## config.mk

```make
export PLATFORM = sky130hd
export DESIGN_NAME = gpu_ram_scanner_flat
export DESIGN_NICKNAME = d
export VERILOG_FILES = /design/src/rtl/gpu_ram_scanner_pkg.sv /design/src/rtl/gpu_ram_scanner_if.sv /design/src/rtl/gpu_ram_scanner_fifo.sv /design/src/rtl/gpu_ram_scanner.sv /design/src/flat_wrapper.sv
export SDC_FILE = /design/constraint.sdc
export NUM_CORES = 1
export LEC_CHECK = 0
export ABC_AREA = 1
export CORE_MARGIN = 2
export CORE_UTILIZATION = 43
export CTS_CLUSTER_DIAMETER = 80
export DETAILED_ROUTE_END_ITERATION = 10
export GPL_ROUTABILITY_DRIVEN = 1
export PLACE_DENSITY = 0.66
export REMOVE_ABC_BUFFERS = 1
export SYNTH_ARGS = -nofsm -noshare
export SYNTH_HDL_FRONTEND = slang
export SYNTH_SLANG_ARGS = --single-unit
```

## constraint.sdc

```tcl
create_clock -name clock -period 2.4 [get_ports clock]
set_clock_uncertainty 0.15 [all_clocks]
set_input_delay 0.6 -clock clock [delete_from_list [all_inputs] [get_ports clock]]
set_output_delay 0.6 -clock clock [all_outputs]
set_load 0.01 [all_outputs]
```

## src/rtl/gpu_ram_scanner_pkg.sv

```systemverilog
// Shared constants for the GPU-side RAM scanner: default widths, read latency, FSM encodings.
// Latency: n/a (declarations only). Backpressure: n/a.
// Imported by the interface and the scanner top.
package gpu_scan_pkg;

    localparam int ADDR_W_DEF     = 10;
    localparam int DATA_W_DEF     = 32;
    localparam int FIFO_DEPTH_DEF = 4;
    localparam int RD_LATENCY     = 2;

    localparam logic [1:0] S_IDLE  = 2'd0;
    localparam logic [1:0] S_FETCH = 2'd1;
    localparam logic [1:0] S_DRAIN = 2'd2;

endpackage

```

## src/rtl/gpu_ram_scanner_if.sv

```systemverilog
// RAM read-port and output-stream bundle between the scanner and its neighbours.
// Latency: n/a (wiring only). Backpressure: out_ready stalls the stream.
// master = scanner side, slave = RAM/renderer side.
interface gpu_ram_scanner_if
    import gpu_scan_pkg::*;
#(
    parameter int ADDR_W = ADDR_W_DEF,
    parameter int DATA_W = DATA_W_DEF
);
    logic              mem_rden;
    logic [ADDR_W-1:0] mem_addr;
    logic [DATA_W-1:0] mem_q;
    logic              out_valid;
    logic              out_ready;
    logic [DATA_W-1:0] out_data;
    logic [ADDR_W-1:0] out_index;

    modport master (
        output mem_rden, mem_addr, out_valid, out_data, out_index,
        input  mem_q, out_ready
    );

    modport slave (
        input  mem_rden, mem_addr, out_valid, out_data, out_index,
        output mem_q, out_ready
    );
endinterface

```

## src/rtl/gpu_ram_scanner_fifo.sv

```systemverilog
// Synchronous first-word-fall-through FIFO for {index,data} scan entries, with occupancy count.
// Latency: an entry pushed on an edge is visible at pop_dat_o right after that edge.
// Backpressure: none internally; the producer's credit scheme keeps it from overflowing.
module gpu_scan_fifo #(
    parameter int W     = 42,
    parameter int DEPTH = 4
) (
    input  logic                     clock,
    input  logic                     reset_n,
    input  logic                     push_i,
    input  logic [W-1:0]             push_dat_i,
    input  logic                     pop_i,
    output logic [W-1:0]             pop_dat_o,
    output logic                     empty_o,
    output logic [$clog2(DEPTH):0]   count_o
);
    localparam int PW = $clog2(DEPTH);

    logic [W-1:0]  mem_q [DEPTH];
    logic [PW-1:0] wr_ptr_q;
    logic [PW-1:0] rd_ptr_q;
    logic [PW:0]   cnt_q;
    logic          pop_ok;

    assign empty_o   = (cnt_q == '0);
    assign pop_ok    = pop_i && !empty_o;
    assign pop_dat_o = mem_q[rd_ptr_q];
    assign count_o   = cnt_q;

    // Storage is cleared on reset so the stream outputs read zero before the first push.
    always_ff @(posedge clock or negedge reset_n) begin
        if (!reset_n) begin
            for (int i = 0; i < DEPTH; i++) mem_q[i] <= '0;
            wr_ptr_q <= '0;
            rd_ptr_q <= '0;
            cnt_q    <= '0;
        end else begin
            if (push_i) begin
                mem_q[wr_ptr_q] <= push_dat_i;
                wr_ptr_q        <= wr_ptr_q + PW'(1);
            end
            if (pop_ok) rd_ptr_q <= rd_ptr_q + PW'(1);
            cnt_q <= cnt_q + (PW+1)'(push_i) - (PW+1)'(pop_ok);
        end
    end
endmodule

```

## src/rtl/gpu_ram_scanner.sv

```systemverilog
// Sweeps a word range of the shared 1024x32 RAM on start and streams {data,offset}; optional GPU_SCAN_SKIP_EMPTY_EN drops zero words.
// Latency: first out_valid 3 clocks after start is sampled; 1 word/clock sustained with out_ready high.
// Backpressure: out_ready low holds the stream; reads stop once FIFO + in-flight reach FIFO_DEPTH.
module gpu_ram_scanner
    import gpu_scan_pkg::*;
#(
    parameter int ADDR_W     = ADDR_W_DEF,
    parameter int DATA_W     = DATA_W_DEF,
    parameter int FIFO_DEPTH = FIFO_DEPTH_DEF
) (
    input  logic              clock,
    input  logic              reset_n,
    input  logic              start,
    input  logic [ADDR_W-1:0] base_addr,
    input  logic [ADDR_W:0]   count,
    output logic              busy,
    output logic              done,
    gpu_ram_scanner_if.master bus
);
    localparam int CW = $clog2(FIFO_DEPTH) + 1;
    localparam int OW = CW + 1;

    logic [1:0]        state_q, state_d;
    logic [ADDR_W-1:0] base_q, base_d;
    logic [ADDR_W:0]   count_q, count_d;
    logic [ADDR_W:0]   issued_q, issued_d;
    logic              done_q, done_d;

    // Read-latency tags: one stage per clock of the RAM's registered read path.
    logic              t1_vld_q, t2_vld_q;
    logic [ADDR_W-1:0] t1_idx_q, t2_idx_q;

    logic              issue;
    logic              push;
    logic              pop;
    logic              fifo_empty;
    logic [CW-1:0]     fifo_cnt;
    logic [OW-1:0]     occ;
    logic [OW-1:0]     occ_after;

    assign occ       = OW'(fifo_cnt) + OW'(t1_vld_q) + OW'(t2_vld_q);
    assign issue     = (state_q == S_FETCH) && (occ < OW'(FIFO_DEPTH));
    assign occ_after = OW'(fifo_cnt) + OW'(push) - OW'(pop);

`ifdef GPU_SCAN_SKIP_EMPTY_EN
    assign push = t2_vld_q && (bus.mem_q != '0);
`else
    assign push = t2_vld_q;
`endif

    assign pop           = bus.out_valid && bus.out_ready;
    assign bus.out_valid = !fifo_empty;
    assign bus.mem_rden  = issue;
    assign bus.mem_addr  = base_q + issued_q[ADDR_W-1:0];
    assign busy          = (state_q != S_IDLE);
    assign done          = done_q;

    gpu_scan_fifo #(
        .W     (ADDR_W + DATA_W),
        .DEPTH (FIFO_DEPTH)
    ) u_fifo (
        .clock      (clock),
        .reset_n    (reset_n),
        .push_i     (push),
        .push_dat_i ({t2_idx_q, bus.mem_q}),
        .pop_i      (pop),
        .pop_dat_o  ({bus.out_index, bus.out_data}),
        .empty_o    (fifo_empty),
        .count_o    (fifo_cnt)
    );

    always_comb begin
        state_d  = state_q;
        base_d   = base_q;
        count_d  = count_q;
        issued_d = issued_q;
        done_d   = 1'b0;
        case (state_q)
            S_IDLE: begin
                if (start) begin
                    base_d   = base_addr;
                    count_d  = count;
                    issued_d = '0;
                    if (count == '0) done_d  = 1'b1;
                    else             state_d = S_FETCH;
                end
            end
            S_FETCH: begin
                if (issue) begin
                    issued_d = issued_q + (ADDR_W+1)'(1);
                    if (issued_d == count_q) state_d = S_DRAIN;
                end
            end
            S_DRAIN: begin
                // done fires on the edge that empties the last stage; state leaves one clock later
                // so busy still covers the done cycle.
                if (done_q)                                done_d  = 1'b0;
                else if (!t1_vld_q && occ_after == '0)     done_d  = 1'b1;
                if (done_q)                                state_d = S_IDLE;
            end
            default: state_d = S_IDLE;
        endcase
    end

    always_ff @(posedge clock or negedge reset_n) begin
        if (!reset_n) begin
            state_q  <= S_IDLE;
            base_q   <= '0;
            count_q  <= '0;
            issued_q <= '0;
            done_q   <= 1'b0;
            t1_vld_q <= 1'b0;
            t1_idx_q <= '0;
            t2_vld_q <= 1'b0;
            t2_idx_q <= '0;
        end else begin
            state_q  <= state_d;
            base_q   <= base_d;
            count_q  <= count_d;
            issued_q <= issued_d;
            done_q   <= done_d;
            t1_vld_q <= issue;
            t1_idx_q <= issued_q[ADDR_W-1:0];
            t2_vld_q <= t1_vld_q;
            t2_idx_q <= t1_idx_q;
        end
    end
endmodule
```

## src/flat_wrapper.sv

```systemverilog
// flat-port wrapper written by rule: the top's interface ports become plain ports
module gpu_ram_scanner_flat import gpu_scan_pkg::*;
#(
    parameter int ADDR_W     = ADDR_W_DEF,
    parameter int DATA_W     = DATA_W_DEF,
    parameter int FIFO_DEPTH = FIFO_DEPTH_DEF
)
  (clock, reset_n, start, base_addr, count, busy, done, bus_mem_rden, bus_mem_addr, bus_out_valid, bus_out_data, bus_out_index, bus_mem_q, bus_out_ready);
  gpu_ram_scanner_if #(.ADDR_W(ADDR_W), .DATA_W(DATA_W)) bus_i ();
  input  logic clock;
  input  logic reset_n;
  input  logic start;
  input  logic [ADDR_W-1:0] base_addr;
  input  logic [ADDR_W:0] count;
  output logic busy;
  output logic done;
  output wire logic [$bits(bus_i.mem_rden)-1:0] bus_mem_rden;
  output wire logic [$bits(bus_i.mem_addr)-1:0] bus_mem_addr;
  output wire logic [$bits(bus_i.out_valid)-1:0] bus_out_valid;
  output wire logic [$bits(bus_i.out_data)-1:0] bus_out_data;
  output wire logic [$bits(bus_i.out_index)-1:0] bus_out_index;
  input wire logic [$bits(bus_i.mem_q)-1:0] bus_mem_q;
  input wire logic [$bits(bus_i.out_ready)-1:0] bus_out_ready;
  assign bus_mem_rden = bus_i.mem_rden;
  assign bus_mem_addr = bus_i.mem_addr;
  assign bus_out_valid = bus_i.out_valid;
  assign bus_out_data = bus_i.out_data;
  assign bus_out_index = bus_i.out_index;
  assign bus_i.mem_q = bus_mem_q;
  assign bus_i.out_ready = bus_out_ready;
  gpu_ram_scanner #(.ADDR_W(ADDR_W), .DATA_W(DATA_W), .FIFO_DEPTH(FIFO_DEPTH)) u_core (.clock(clock), .reset_n(reset_n), .start(start), .base_addr(base_addr), .count(count), .busy(busy), .done(done), .bus(bus_i));
endmodule
```

* Yosys cells after proc, flatten, opt, wreduce, memory -nomap -nowiden
Index checks and enable logic that the tools add are counted.
** Operators by class
- $lt $le $gt $ge :: 4
- Shift-type cells :: 0
- Multipliers :: 0
- Add/subtract/negate cells :: 10
- Equal/unequal tests :: 8
- Mux-type cells :: 20
- Bitwise gates (word level) :: 2
- Div/mod/pow operators :: 0
- Reductions and logical operators :: 16
** Operators with widths (number)
- $bwmux W168 :: 1
- $mux W42 :: 3
- $bmux W42 S2 :: 1
- $demux W42 S2 :: 1
- $mux W11 :: 2
- $pmux W11 S2 :: 1
- $add A11 B1 Y11 const B :: 1
- $eq A11 B11 Y1 :: 1
- $logic_not A11 Y1 :: 1
- $add A10 B10 Y10 :: 1
- $mux W2 :: 5
- $add A3 B1 Y4 :: 2
- $ge A3 B3 Y1 const B :: 2
- $ne A2 B2 Y1 const B :: 3
- $not A2 Y3 :: 2
- $pmux W2 S3 :: 1
- $logic_and A1 B1 Y1 :: 5
- $reduce_and A5 Y1 :: 1
- $add A2 B1 Y2 const B :: 2
- $add A4 B1 Y4 :: 1
- $logic_not A4 Y1 :: 1
- $lt A4 B3 Y1 const B :: 1
- $mux W1 :: 4
- $ne A2 B1 Y1 const B :: 2
- other kinds (13) :: 15
** Word-level totals
- Memory bits (writable) :: 0
- Input port bits :: 57
- Output and inout bits :: 56
- Memories :: 0
- Word-level logic and storage cells :: 76
- Register bits after elaboration :: 232
- Latch bits :: 0
- ROM bits :: 0

* Logic depth before layout (Yosys ltp)
Gate-level depths: netlist (run 1).
- Depth in word-level cells :: 9
- Gate-level depth with buffers :: 12
- Gate-level depth less buffers :: 12

* Hierarchy
Synthesis (run 1) repeated with hierarchy kept, for this count alone.
** Unflattened totals
- Cell total of the unflattened synthesis :: 1361
- Area, all modules :: 11068.1 µm²
** Modules (own cells, without submodules)
- gpu_scan_fifo :: cells an instance 995, area each 8065.2 µm², sequential area each 4379.2 µm², times used 1
- gpu_ram_scanner :: cells an instance 366, area each 3002.9 µm², sequential area each 1426.4 µm², times used 1

* Worst setup path after synthesis (run 1)
No wires, ideal clock.
- Path kind :: flip-flop to output port
- Start :: register u_core.issued_q[0]
- End :: output bus_mem_addr[8]
- Buffers on the path :: 0
- Arrival :: 1.811 ns
- Path slack :: -0.161 ns
- Stages on the path, launching flop included :: 8
- Required time :: 1.650 ns
- Cells stage by stage :: dfrtp_1 > ha_1 > inv_1 > fa_1 > o21ai_0 > nand4_1 > o211ai_1 > xor2_1
** Between the ends
- Longest elaborated chain between the ends :: 1
** Ends and longest elaborated chain
- start, declared :: line gpu_ram_scanner.sv:26 : logic [ADDR_W:0] issued_q, issued_d;
- start signal, assigned :: line gpu_ram_scanner.sv:120 : issued_q <= issued_d;
- $add A10 B10 Y10 :: line gpu_ram_scanner.sv:54 : assign bus.mem_addr = base_q + issued_q[ADDR_W-1:0];
- end, declared :: line flat_wrapper.sv:18 : output wire logic [$bits(bus_i.mem_addr)-1:0] bus_mem_addr;
Every way passes these cells.

* Worst setup path in the final report (run 1)
Same ends and word-level chain as after synthesis.

==> impl_metrics.prom, run 1 <==
# TYPE chip_impl_metric gauge
chip_impl_info{name="holdCritPathClass",value="reg2reg"} 1
chip_impl_info{name="post_synth_main_area_contributors",value="dfrtp_1, o21ai_0, nand2_1"} 1
chip_impl_info{name="critical_path.slowest_cell",value="fa_2"} 1
chip_impl_info{name="cp_top_family",value="adder cells"} 1
chip_impl_metric{name="num_rows",unit=""} 57
chip_impl_metric{name="min_period_over_period",unit="%"} 121
chip_impl_metric{name="relSlewSlack",unit="%"} 71.6
chip_impl_metric{name="synthesis.yosys.warnings",unit=""} 0
chip_impl_info{name="failing_checks",value="setup timing"} 1
chip_impl_metric{name="antennaDiodeCount",unit=""} 0
chip_impl_info{name="yosysMostFrequentCell",value="nand2_1"} 1
chip_impl_metric{name="net_total_in_the_final_layout",unit=""} 1493
chip_impl_metric{name="standby_leakage_power",unit="nW"} 6.91
chip_impl_info{name="grt_setup_unrepaired",value="yes"} 1
chip_impl_metric{name="slew_viols_final",unit=""} 0
chip_impl_info{name="run_status",value="complete, but fails checks"} 1
chip_impl_metric{name="detail_route.vias_per_cell",unit=""} 5.33
chip_impl_info{name="clock_tree_root_buffer_cell",value="clkbuf_16"} 1
chip_impl_metric{name="ff_latch_area",unit="sq mm"} 0.00581
chip_impl_metric{name="groute.usage.overall",unit="%"} 22.8
chip_impl_metric{name="filler_cell_count",unit=""} 2063
chip_impl_metric{name="power_density",unit="mW/mm^2"} 1550
chip_impl_metric{name="routed-via-count",unit=""} 9305
chip_impl_metric{name="initial_core_util",unit="%"} 43.3
chip_impl_info{name="cts_tree",value="done"} 1
chip_impl_metric{name="setup_violating_endpoint_count_in_the_final_report",unit=""} 53
chip_impl_metric{name="grt_remaining_overflow",unit=""} 0
chip_impl_metric{name="area_of_the_die",unit="sq mm"} 0.0256
chip_impl_metric{name="timing.max_cap.violations",unit=""} 0
chip_impl_metric{name="antenna_left",unit=""} 0
chip_impl_metric{name="timing.fmax",unit="MHz"} 343
chip_impl_info{name="synth_area_leader_cell",value="dfrtp_1"} 1
chip_impl_metric{name="drt-pass1-iter-count",unit=""} 5
chip_impl_metric{name="final-hold-violation-count",unit=""} 0
chip_impl_metric{name="worst_path_largest_cell_delay",unit="ns"} 0.38
chip_impl_metric{name="grt_start_max_net_pins",unit=""} 85
chip_impl_metric{name="critPathRequiredTime",unit="ns"} 1.65
chip_impl_metric{name="finalWorstSetupSlack",unit="ns"} -0.513
chip_impl_metric{name="die_y",unit="um"} 160
chip_impl_metric{name="wirelength",unit="um"} 29500
chip_impl_metric{name="ys_ff_latch",unit=""} 232
chip_impl_metric{name="drcViolationCount",unit=""} 0
chip_impl_metric{name="clkSinkCount",unit=""} 232
chip_impl_metric{name="place_congestion",unit=""} 0.824
chip_impl_metric{name="peakVddDrop",unit="mV"} 0.964
chip_impl_metric{name="path_buf_inv",unit=""} 2
chip_impl_metric{name="dp_hpwl",unit="um"} 15800
chip_impl_info{name="critPathKind",value="reg2out"} 1
chip_impl_metric{name="post-route-min-period",unit="ns"} 2.91
chip_impl_metric{name="mappedNetlistArea",unit="sq mm"} 0.0104
chip_impl_metric{name="avgRoutedWirePerCell",unit="um"} 16.9
chip_impl_metric{name="worst_slew_pin_slew",unit="ns"} 0.426
chip_impl_info{name="synth-main-ff-cell",value="dfrtp_1"} 1
chip_impl_info{name="endpoint_kind",value="primary output"} 1
chip_impl_metric{name="async_s_r_ff_share_synth",unit="%"} 100
chip_impl_info{name="critPathLaunchType",value="flip-flop"} 1
chip_impl_metric{name="core-area",unit="sq mm"} 0.0241
chip_impl_metric{name="die_width",unit="um"} 160
chip_impl_metric{name="worstSkewPairLatency",unit="ns"} 0.50
chip_impl_metric{name="timing.critical_path.fanout_max",unit=""} 3
chip_impl_metric{name="cts.htree.levels",unit=""} 1
chip_impl_metric{name="io_buffer_count",unit=""} 112
chip_impl_metric{name="syn2layout_area_growth",unit="%"} 41.7
chip_impl_metric{name="syn_avg_cell_area",unit="sq um"} 8.56
chip_impl_metric{name="tritoncts.num_buffers",unit=""} 25
chip_impl_metric{name="synthDominantCellAreaShare",unit="%"} 55.6
chip_impl_metric{name="post_synth_inst_count",unit=""} 1221
chip_impl_metric{name="post-place-ws",unit="ns"} -0.733
chip_impl_metric{name="synth_edf_count",unit=""} 0
chip_impl_metric{name="seq_area_frac_synth",unit="%"} 55.6
chip_impl_metric{name="grt_antenna_before_repair",unit=""} 0
chip_impl_metric{name="library_cells_used_by_synthesis",unit=""} 28
chip_impl_info{name="crit_path_cell_trace",value="ha_2 -> inv_2 -> fa_2 -> o21ai_4 -> nand4_1 -> o211ai_1 -> xor2_1 -> buf_2"} 1
chip_impl_metric{name="grt_first_pass_wirelength",unit="um"} 47800
chip_impl_metric{name="area_occupied_by_multi_input_gates",unit="sq mm"} 0.00496
chip_impl_info{name="top_cells_by_count_synth",value="nand2_1, o21ai_0, dfrtp_1, nor2_1, inv_1"} 1
chip_impl_metric{name="max-clock-path-buffers",unit=""} 3
chip_impl_metric{name="final_layout_size_suffix_gt1_share",unit="%"} 27.8
chip_impl_metric{name="first_global_vias",unit=""} 9373
chip_impl_metric{name="starting_drc_count_in_detailed_routing",unit=""} 704
chip_impl_metric{name="clkTransAtPathRegs",unit="ns"} 0.06
chip_impl_metric{name="io_pins",unit=""} 113
chip_impl_metric{name="worstPathArrival",unit="ns"} 2.16
chip_impl_metric{name="final.hold.worst_slack",unit="ns"} 0.196
[power breakdown]
part / total (W) / switching, W / leakage [nW] / internal [W]
sequential: 0.00685 / 0.00121 / 2.93 / 0.00564
combinational: 0.0123 / 0.00657 / 3.59 / 0.00577
clock: 0.00373 / 0.00151 / 0.385 / 0.00222
total: 0.0229 / 0.00929 / 6.91 / 0.0136
[routing by layer]
metal,global-route usage (%),up-vias,part of all wire [%]
met4,7.04,0,2.4
met2,38.1,319,48
li1,-,4407,-
met3,3.48,55,6.2
met1,30.9,4524,43
met5,0,-,0
[path summary, 6_finish.rpt]
check                                               from                       end  slack, ns  cells after the start
worst max-delay path                  u_core.issued_q[0]           bus_mem_addr[8]      -0.51                      8
worst min-delay path                  u_core.t1_idx_q[8]        u_core.t2_idx_q[8]       0.20                      0
worst max register to register  u_core.u_fifo.count_o[0]               u_core.done      -0.14                     11
worst min register to register        u_core.t1_idx_q[8]        u_core.t2_idx_q[8]       0.20                      0
max in group asynchronous                        reset_n  u_core.u_fifo.mem_q[107]       1.05                      3
min in group asynchronous                        reset_n  u_core.u_fifo.mem_q[148]       0.37                      2
[per-stage QoR]
| stage | cells | power [W] | utilization (%) | instance area (sq um) | setup TNS [ns] |
|---|---|---|---|---|---|
| 3_3_place_gp | 1653 | 0.0154 | 51.2 | 12300 | -5.07 |
| 6_report | 1747 | 0.0229 | 61.4 | 14800 | -11.77 |
| 2_1_floorplan | 1153 | 0.0112 | - | 10200 | -62.47 |
| 4_1_cts | 1741 | 0.0216 | 59.1 | 14300 | -13.59 |
| 5_1_grt | 1747 | 0.0244 | 61.4 | 14800 | -14.88 |
| 3_5_place_dp | 1653 | 0.0156 | 51.2 | 12300 | -5.63 |
[layout make-up]
| type | count | share of cell area [%] |
|---|---|---|
| clock inverters | 6 | 0.541 |
| well taps | 324 | 2.74 |
| repair buffers | 231 | 16.8 |
| clock buffers | 33 | 4.70 |
| inverters | 96 | 2.48 |
| multi-input cells | 825 | 33.5 |
| flip-flops and latches | 232 | 39.2 |
[placed cells by master (no fill, tap or decap), drive strengths merged]
| cell | count |
|---|---|
| dfrtp | 232 |
| buf | 167 |
| or4 | 1 |
| dlygate4sd2 | 2 |
| a21oi | 10 |
| dlymetal6s2s | 1 |
| o22ai | 45 |
| xnor2 | 4 |
| clkinv | 5 |
| xor2 | 11 |
| nand4 | 6 |
| ha | 22 |
| a21o | 1 |
| fa | 3 |
| bufinv | 2 |
| o21ai | 276 |
| nor2 | 110 |
| o2111ai | 1 |
| nand3 | 33 |
| inv | 95 |
| nand2 | 292 |
| clkdlybuf4s50 | 56 |
| o211ai | 1 |
| clkbuf | 37 |
| o31ai | 1 |
| nand3b | 2 |
| nor3 | 4 |
| dlygate4sd3 | 1 |
| a21boi | 2 |
[flip-flops by register name, summed over array words and instances, names as in the netlist]
name,flops
u_core.t1_vld_q,1
u_core.u_fifo.rd_ptr_q,2
u_core.t1_idx_q,10
u_core.state_q,2
u_core.done,1
u_core.base_q,10
u_core.u_fifo.wr_ptr_q,2
u_core.t2_idx_q,10
u_core.u_fifo.count_o,3
u_core.push,1
u_core.issued_q,11
u_core.count_q,11
u_core.u_fifo.mem_q,168
[what timing repair did]
| action | CTS | global route |
|---|---|---|
| setup buffers | 33 | 9 |
| resized for setup | 446 | 136 |
| hold buffers | 1 | 0 |
| gates cloned | 16 | 4 |
| hold endpoints to repair | 18 | 0 |
| pin swaps | 64 | 53 |
| setup endpoints to repair | 56 | 54 |
[cell families (layout without fill, tap and decap cells)]
family | after synthesis | in the layout | synth area share (%)
AO/OA/AOI/OAI | 337 | 337 | 16.8
XOR/XNOR | 15 | 15 | 1.26
adder cells (fa/ha/maj) | 25 | 25 | 3.21
AND/OR/NAND/NOR | 448 | 448 | 17.1
flip-flops | 232 | 232 | 55.6
buffers and inverters | 164 | 366 | 5.99
No activity file was read; power rests on OpenSTA's default activity.
==> run 2: changes to the inputs <==
--- a/config.mk
+++ b/config.mk
@@ -8,7 +8,6 @@
 export ABC_AREA = 1
 export CORE_MARGIN = 2
 export CORE_UTILIZATION = 43
-export CTS_CLUSTER_DIAMETER = 80
 export DETAILED_ROUTE_END_ITERATION = 10
 export GPL_ROUTABILITY_DRIVEN = 1
 export PLACE_DENSITY = 0.66
==> results of run 2 <==
No change in the layout: final DEF, timing and power equal those of run 1.
==> run 3: changes to the inputs <==
--- a/config.mk
+++ b/config.mk
@@ -10,7 +10,6 @@
 export CORE_UTILIZATION = 43
 export DETAILED_ROUTE_END_ITERATION = 10
 export GPL_ROUTABILITY_DRIVEN = 1
-export PLACE_DENSITY = 0.66
 export REMOVE_ABC_BUFFERS = 1
 export SYNTH_ARGS = -nofsm -noshare
 export SYNTH_HDL_FRONTEND = slang
==> constraint.sdc (replaced) <==
create_clock -name clock -period 3.3 [get_ports clock]
set_clock_uncertainty 0.15 [all_clocks]
set_input_delay 0.825 -clock clock [delete_from_list [all_inputs] [get_ports clock]]
set_output_delay 0.825 -clock clock [all_outputs]
set_load 0.01 [all_outputs]
==> run 3 against run 2 <==
The run now ends clean. Non-clock buffer count fell by 85. Hold slack got worse by 0.089 ns. Routed wire length fell by 14%. Via count fell by 8.6%. Critical path type unchanged. Cell count fell by 4.5%. Highest routed layer unchanged.
==> impl_metrics.prom, run 3 (same netlist as run 1, synthesis figures left out) <==
# TYPE chip_impl_metric gauge
chip_impl_metric{name="num_rows",unit=""} 57
chip_impl_metric{name="peakVddDrop",unit="mV"} 0.635
chip_impl_metric{name="worst_path_largest_cell_delay",unit="ns"} 0.59
chip_impl_metric{name="area_occupied_by_multi_input_gates",unit="sq mm"} 0.00412
chip_impl_metric{name="finalWorstSetupSlack",unit="ns"} 0.0604
chip_impl_metric{name="timing.fmax",unit="MHz"} 309
chip_impl_metric{name="filler_cell_count",unit=""} 2335
chip_impl_metric{name="wirelength",unit="um"} 25400
chip_impl_info{name="layout_commonest_cell",value="nand2_1"} 1
chip_impl_metric{name="worstSkewPairLatency",unit="ns"} 0.51
chip_impl_metric{name="worst_slew_pin_slew",unit="ns"} 0.823
chip_impl_metric{name="starting_drc_count_in_detailed_routing",unit=""} 727
chip_impl_metric{name="worstPathArrival",unit="ns"} 2.26
chip_impl_metric{name="hold_buffers",unit=""} 0
chip_impl_metric{name="first_global_vias",unit=""} 8448
chip_impl_metric{name="io_pins",unit=""} 113
chip_impl_metric{name="dp_hpwl",unit="um"} 15200
chip_impl_metric{name="standby_leakage_power",unit="nW"} 6.11
chip_impl_metric{name="ff_latch_area",unit="sq mm"} 0.00581
chip_impl_info{name="crit_path_cell_trace",value="inv_2 -> buf_12 -> o21ai_0 -> o22ai_1 -> clkdlybuf4s50_1"} 1
chip_impl_metric{name="groute.usage.overall",unit="%"} 19.9
chip_impl_info{name="clock_tree_root_buffer_cell",value="clkbuf_16"} 1
chip_impl_metric{name="tritoncts.num_buffers",unit=""} 26
chip_impl_metric{name="final_cells",unit=""} 1668
chip_impl_metric{name="critPathRequiredTime",unit="ns"} 2.32
chip_impl_info{name="critPathLaunchType",value="flip-flop"} 1
chip_impl_metric{name="grt_start_max_net_pins",unit=""} 85
chip_impl_metric{name="timing.max_cap.violations",unit=""} 0
chip_impl_info{name="run_status",value="complete, no violations"} 1
chip_impl_info{name="crit-reg2reg-capture",value="u_core.done"} 1
chip_impl_metric{name="avgRoutedWirePerCell",unit="um"} 15.2
chip_impl_info{name="most_used_cells_in_the_layout_excluding_fill_and_tap_cells",value="nand2_1, o21ai_0, dfrtp_1"} 1
chip_impl_metric{name="initial_core_util",unit="%"} 43.3
chip_impl_metric{name="die_y",unit="um"} 160
chip_impl_metric{name="final_layout_size_suffix_gt1_share",unit="%"} 8.26
chip_impl_metric{name="largest_register_ffs",unit=""} 168
chip_impl_metric{name="ff2ff_path_depth",unit=""} 10
chip_impl_metric{name="net_total_in_the_final_layout",unit=""} 1409
chip_impl_metric{name="core-area",unit="sq mm"} 0.0241
chip_impl_metric{name="io_buffer_count",unit=""} 112
chip_impl_metric{name="min_period_over_period",unit="%"} 98.2
chip_impl_metric{name="setup_violating_endpoint_count_in_the_final_report",unit=""} 0
chip_impl_metric{name="slew_viols_final",unit=""} 0
chip_impl_metric{name="timing.critical_path.fanout_max",unit=""} 56
chip_impl_info{name="endpoint_kind",value="primary output"} 1
chip_impl_metric{name="cts.htree.levels",unit=""} 1
chip_impl_metric{name="die_width",unit="um"} 160
chip_impl_metric{name="post-route-min-period",unit="ns"} 3.24
chip_impl_metric{name="detail_route.vias_per_cell",unit=""} 5.10
chip_impl_metric{name="placed_instances",unit=""} 1618
chip_impl_info{name="grt_setup_unrepaired",value="yes"} 1
chip_impl_metric{name="area_of_the_die",unit="sq mm"} 0.0256
chip_impl_metric{name="clkTransAtPathRegs",unit="ns"} 0.06
chip_impl_metric{name="power_density",unit="mW/mm^2"} 1080
chip_impl_metric{name="antenna_left",unit=""} 0
chip_impl_metric{name="grt_antenna_before_repair",unit=""} 0
chip_impl_metric{name="post_dp_cell_area",unit="sq mm"} 0.0120
chip_impl_info{name="cts_tree",value="done"} 1
chip_impl_metric{name="grt_first_pass_wirelength",unit="um"} 42100
chip_impl_info{name="critical_path.slowest_cell",value="clkdlybuf4s50_1"} 1
chip_impl_info{name="rr_startpoint",value="u_core.u_fifo.count_o[1]"} 1
chip_impl_metric{name="syn2layout_area_growth",unit="%"} 25.1
chip_impl_info{name="critPathKind",value="reg2out"} 1
chip_impl_metric{name="report.power.total",unit="W"} 0.0141
chip_impl_info{name="largest_registers",value="u_core.u_fifo.mem_q x168, u_core.count_q x11, u_core.issued_q x11"} 1
chip_impl_metric{name="relSlewSlack",unit="%"} 45.1
chip_impl_metric{name="place_congestion",unit=""} 0.813
chip_impl_metric{name="clkSinkCount",unit=""} 232
chip_impl_metric{name="drcViolationCount",unit=""} 0
chip_impl_metric{name="reg2reg_slack",unit="ns"} 0.58
chip_impl_metric{name="drt-pass1-iter-count",unit=""} 5
chip_impl_metric{name="routed-via-count",unit=""} 8503
chip_impl_metric{name="grt_remaining_overflow",unit=""} 0
chip_impl_metric{name="max-clock-path-buffers",unit=""} 3
chip_impl_metric{name="post-place-ws",unit="ns"} -0.0753
chip_impl_info{name="largest_register",value="u_core.u_fifo.mem_q"} 1
chip_impl_metric{name="design_area",unit="sq mm"} 0.0131
chip_impl_metric{name="final-hold-violation-count",unit=""} 0
chip_impl_metric{name="antennaDiodeCount",unit=""} 0
chip_impl_info{name="holdCritPathClass",value="in2async"} 1
-- run 3: cell count changes in the layout (fill, tap and decap cells not counted), moves of 21 or more --
cell,delta
o21ai_1,-21
buf_2,-46
buf_4,-35
nor2_2,-35
clkdlybuf4s50_1,+46
o21ai_2,-41
o21ai_0,+79
o22ai_2,-29
nor2_1,+54
o22ai_1,+30
-- run 3: layout make-up --
cell class / count / share of cell area [%]
tap: 324 / 3.10
inverter: 96 / 2.76
sequential: 232 / 44.4
timing repair buffer: 146 / 11.3
clock buffer: 37 / 5.92
clock inverter: 8 / 0.900
multi-input combinational: 825 / 31.5
-- run 3: how the worst max path moves through the flow --
stage | startpoint | endpoint | slack (ns) | cells past startpoint
global route | u_core.issued_q[0] | bus_mem_addr[8] | -0.05 | 9
CTS | u_core.issued_q[2] | bus_mem_addr[5] | 0.009 | 6
detailed placement | bus_out_ready | u_core.done | -0.08 | 10
floorplan | u_core.u_fifo.rd_ptr_q[0] | bus_out_data[0] | -0.80 | 3
finish | u_core.u_fifo.rd_ptr_q[0] | bus_out_index[9] | 0.06 | 5
global placement | bus_out_ready | u_core.done | -0.02 | 10
-- run 3: layer usage --
metal  GRT usage [%]  up-vias  routed length, um
met5               0        -                  0
met1            28.1     4044              12100
met2            32.3      201              11700
met3            2.88       41               1100
met4            5.69        0                566
li1                -     4217                  -
-- run 3: report_power, final --
group          total (W)  switching (W)  internal (W)
Combinational    0.00634        0.00355       0.00279
Sequential       0.00476       0.000668       0.00410
Clock            0.00297        0.00112       0.00185
-- run 3: critical path: cells and delay by family, from the launching register on --
family,cells,cell delay [ns]
AOI/OAI and AO/OA,2,0.38
buffers and inverters,3,0.93
DFF,1,0.44
-- run 3: what timing repair did --
action                     CTS  global route
pin swaps                    2             7
gates resized for setup     24            21
gates cloned                 0             1
setup endpoints to repair   19            24
setup buffers                2             2
-- run 3: stage by stage --
| stage | hold WS [ns] | setup TNS (ns) | utilization (%) |
|---|---|---|---|
| after global routing | 0.141 | -0.0755 | 54.2 |
| after detailed placement | 0.185 | -0.0753 | 49.9 |
| after floorplan | 0.181 | -33.65 | - |
| after global placement | 0.183 | -0.0194 | 49.9 |
| after CTS | 0.121 | 0 | 53.8 |
| final | 0.107 | 0 | 54.2 |
==> RTL edit (flow settings as in run 3) <==
The option `GPU_SCAN_SKIP_EMPTY_EN` is turned on by a define.
--- a/src/rtl/gpu_ram_scanner.sv
+++ b/src/rtl/gpu_ram_scanner.sv
@@ -1,6 +1,8 @@
 // Sweeps a word range of the shared 1024x32 RAM on start and streams {data,offset}; optional GPU_SCAN_SKIP_EMPTY_EN drops zero words.
 // Latency: first out_valid 3 clocks after start is sampled; 1 word/clock sustained with out_ready high.
 // Backpressure: out_ready low holds the stream; reads stop once FIFO + in-flight reach FIFO_DEPTH.
+`define GPU_SCAN_SKIP_EMPTY_EN
+
 module gpu_ram_scanner
     import gpu_scan_pkg::*;
 #(
Behaviour: not the same (a bounded check fails within 10 cycles, from zero or initial values and one cycle with reset_n low).
==> RTL edit against run 3 <==
- sequential power fell by 2%
- total power grew 1.7%
- final area is 4.4% higher
- global-route usage rose by 0.48 points
- area after synthesis is 2.8% higher
- sequential cell count unchanged
- setup slack got worse by 0.025 ns
- routed wire length increased by 4.6%
- critical path type unchanged
- critical endpoint is now bus_out_index[6]
==> RTL edit: results (changes against run 3) <==
The flow ran to the end, and the final reports show no timing, DRC or antenna violations. The area fraction of clock buffers and clock inverters works out to 6.92% (+0.099 points). The share of final-layout standard cells stronger than drive strength 1 was 11.9% (+3.7 points); the total setup buffers inserted after CTS was 1 (-1). Part of the total power dissipated in the clock network: 21.9% (+0.8 points). The worst ir drop on vdd was 0.544 mV (-14%).

The synthesized area divided by synthesized cell count is 8.77 µm² (+2.5%). By area the synthesized netlist is led by sky130_fd_sc_hd__dfrtp_1 (54%), sky130_fd_sc_hd__nand2_1 (10%), sky130_fd_sc_hd__o21ai_0 (6.6%), sky130_fd_sc_hd__o21ai_1 (5.9%), sky130_fd_sc_hd__nor2_1 (4.1%). The proportion of cell area occupied by multi-input gates is 30.7% (-0.79 points). The sum of met2 wire segment lengths after detailed routing was 12.6 mm (+7.9%). The commonest cells after synthesis are sky130_fd_sc_hd__nand2_1 (292), sky130_fd_sc_hd__dfrtp_1 (232), sky130_fd_sc_hd__o21ai_0 (141).

The number of nets at the end of the flow is 1452 (+3.1%), and the count of multi-input gates is 834 (+1.1%). For the global-route wire length before repair, the log shows 43.8 mm (+4.0%). Number of cell instances on the worst register-to-register path: 12 (+2). The non-clock inverter instance count of the final layout is 92 (-4.2%). The number of gates given a new drive strength after cts came out at 33 (+38%). The global-route track usage on met1 came out at 29.3% (+1.2 points). The standby leakage power came out at 0.00658 µW (+7.7%). Total routed wirelength: 26.6 mm (+4.6%). The switching part of the total is 37.6% (-0.39 points). Detailed route wirelength on metal3: 1.26 mm (+15%). The non-clock buffer area fraction after layout works out to 14.2% (+2.9 points). The count of plain and timing-repair buffers came out at 187 (+28%).

The initial DRC count came out at 670 (-7.8%). Number of clock-tree buffers in the layout: 35 (-5.4%). The run gives 2272 (-2.7%) as the count of fill cells added during filler insertion. Global-route track usage on met3: 2.60% (-0.28 points).

Following the worst setup path forward leads to its endpoint at bus_out_index[6]. The data arrival time of the critical path is 2.29 ns (+0.03 ns). The detailed-placement wirelength estimate was 16.7 mm (+9.8%).

The aggregate global-route resource usage is 20.4% (+0.48 points), and the overall via count from detail_route is 8837 (+3.9%).
[RTL edit: cell count changes in the layout (fill, tap and decap cells not counted), moves of 4 or more]
cell / delta
sky130_fd_sc_hd__buf_6: +4
sky130_fd_sc_hd__nor2_1: +10
sky130_fd_sc_hd__nor2_4: -4
sky130_fd_sc_hd__o21ai_1: +125
sky130_fd_sc_hd__nand2_1: +6
sky130_fd_sc_hd__nand3_1: -4
sky130_fd_sc_hd__dlymetal6s2s_1: +22
sky130_fd_sc_hd__nand3_2: +5
sky130_fd_sc_hd__buf_4: +30
sky130_fd_sc_hd__clkdlybuf4s50_1: -21
sky130_fd_sc_hd__nand2_2: -6
sky130_fd_sc_hd__o21ai_2: +7
sky130_fd_sc_hd__buf_12: +5
sky130_fd_sc_hd__o21ai_0: -136
[RTL edit: critical path, cell delays in order (launching register included)]
cell	delay (ns)
sky130_fd_sc_hd__dfrtp_2	0.48
sky130_fd_sc_hd__inv_4	0.14
sky130_fd_sc_hd__buf_12	0.20
sky130_fd_sc_hd__o21ai_0	0.10
sky130_fd_sc_hd__o22ai_1	0.22
sky130_fd_sc_hd__clkdlybuf4s50_1	0.59
[RTL edit: per-stage QoR]
| step | hold slack (ns) | setup WS, ns | instance area (µm²) | total power (µW) |
|---|---|---|---|---|
| after detailed placement | 0.185 | -0.704 | 12400 | 11000 |
| after CTS | 0.160 | 0.00194 | 13500 | 14300 |
| final | 0.132 | 0.0355 | 13600 | 14300 |
| after floorplan | 0.181 | -0.802 | 10200 | 8010 |
| after global routing | 0.169 | -0.0866 | 13600 | 15400 |
| after global placement | 0.183 | -0.625 | 12400 | 10900 |
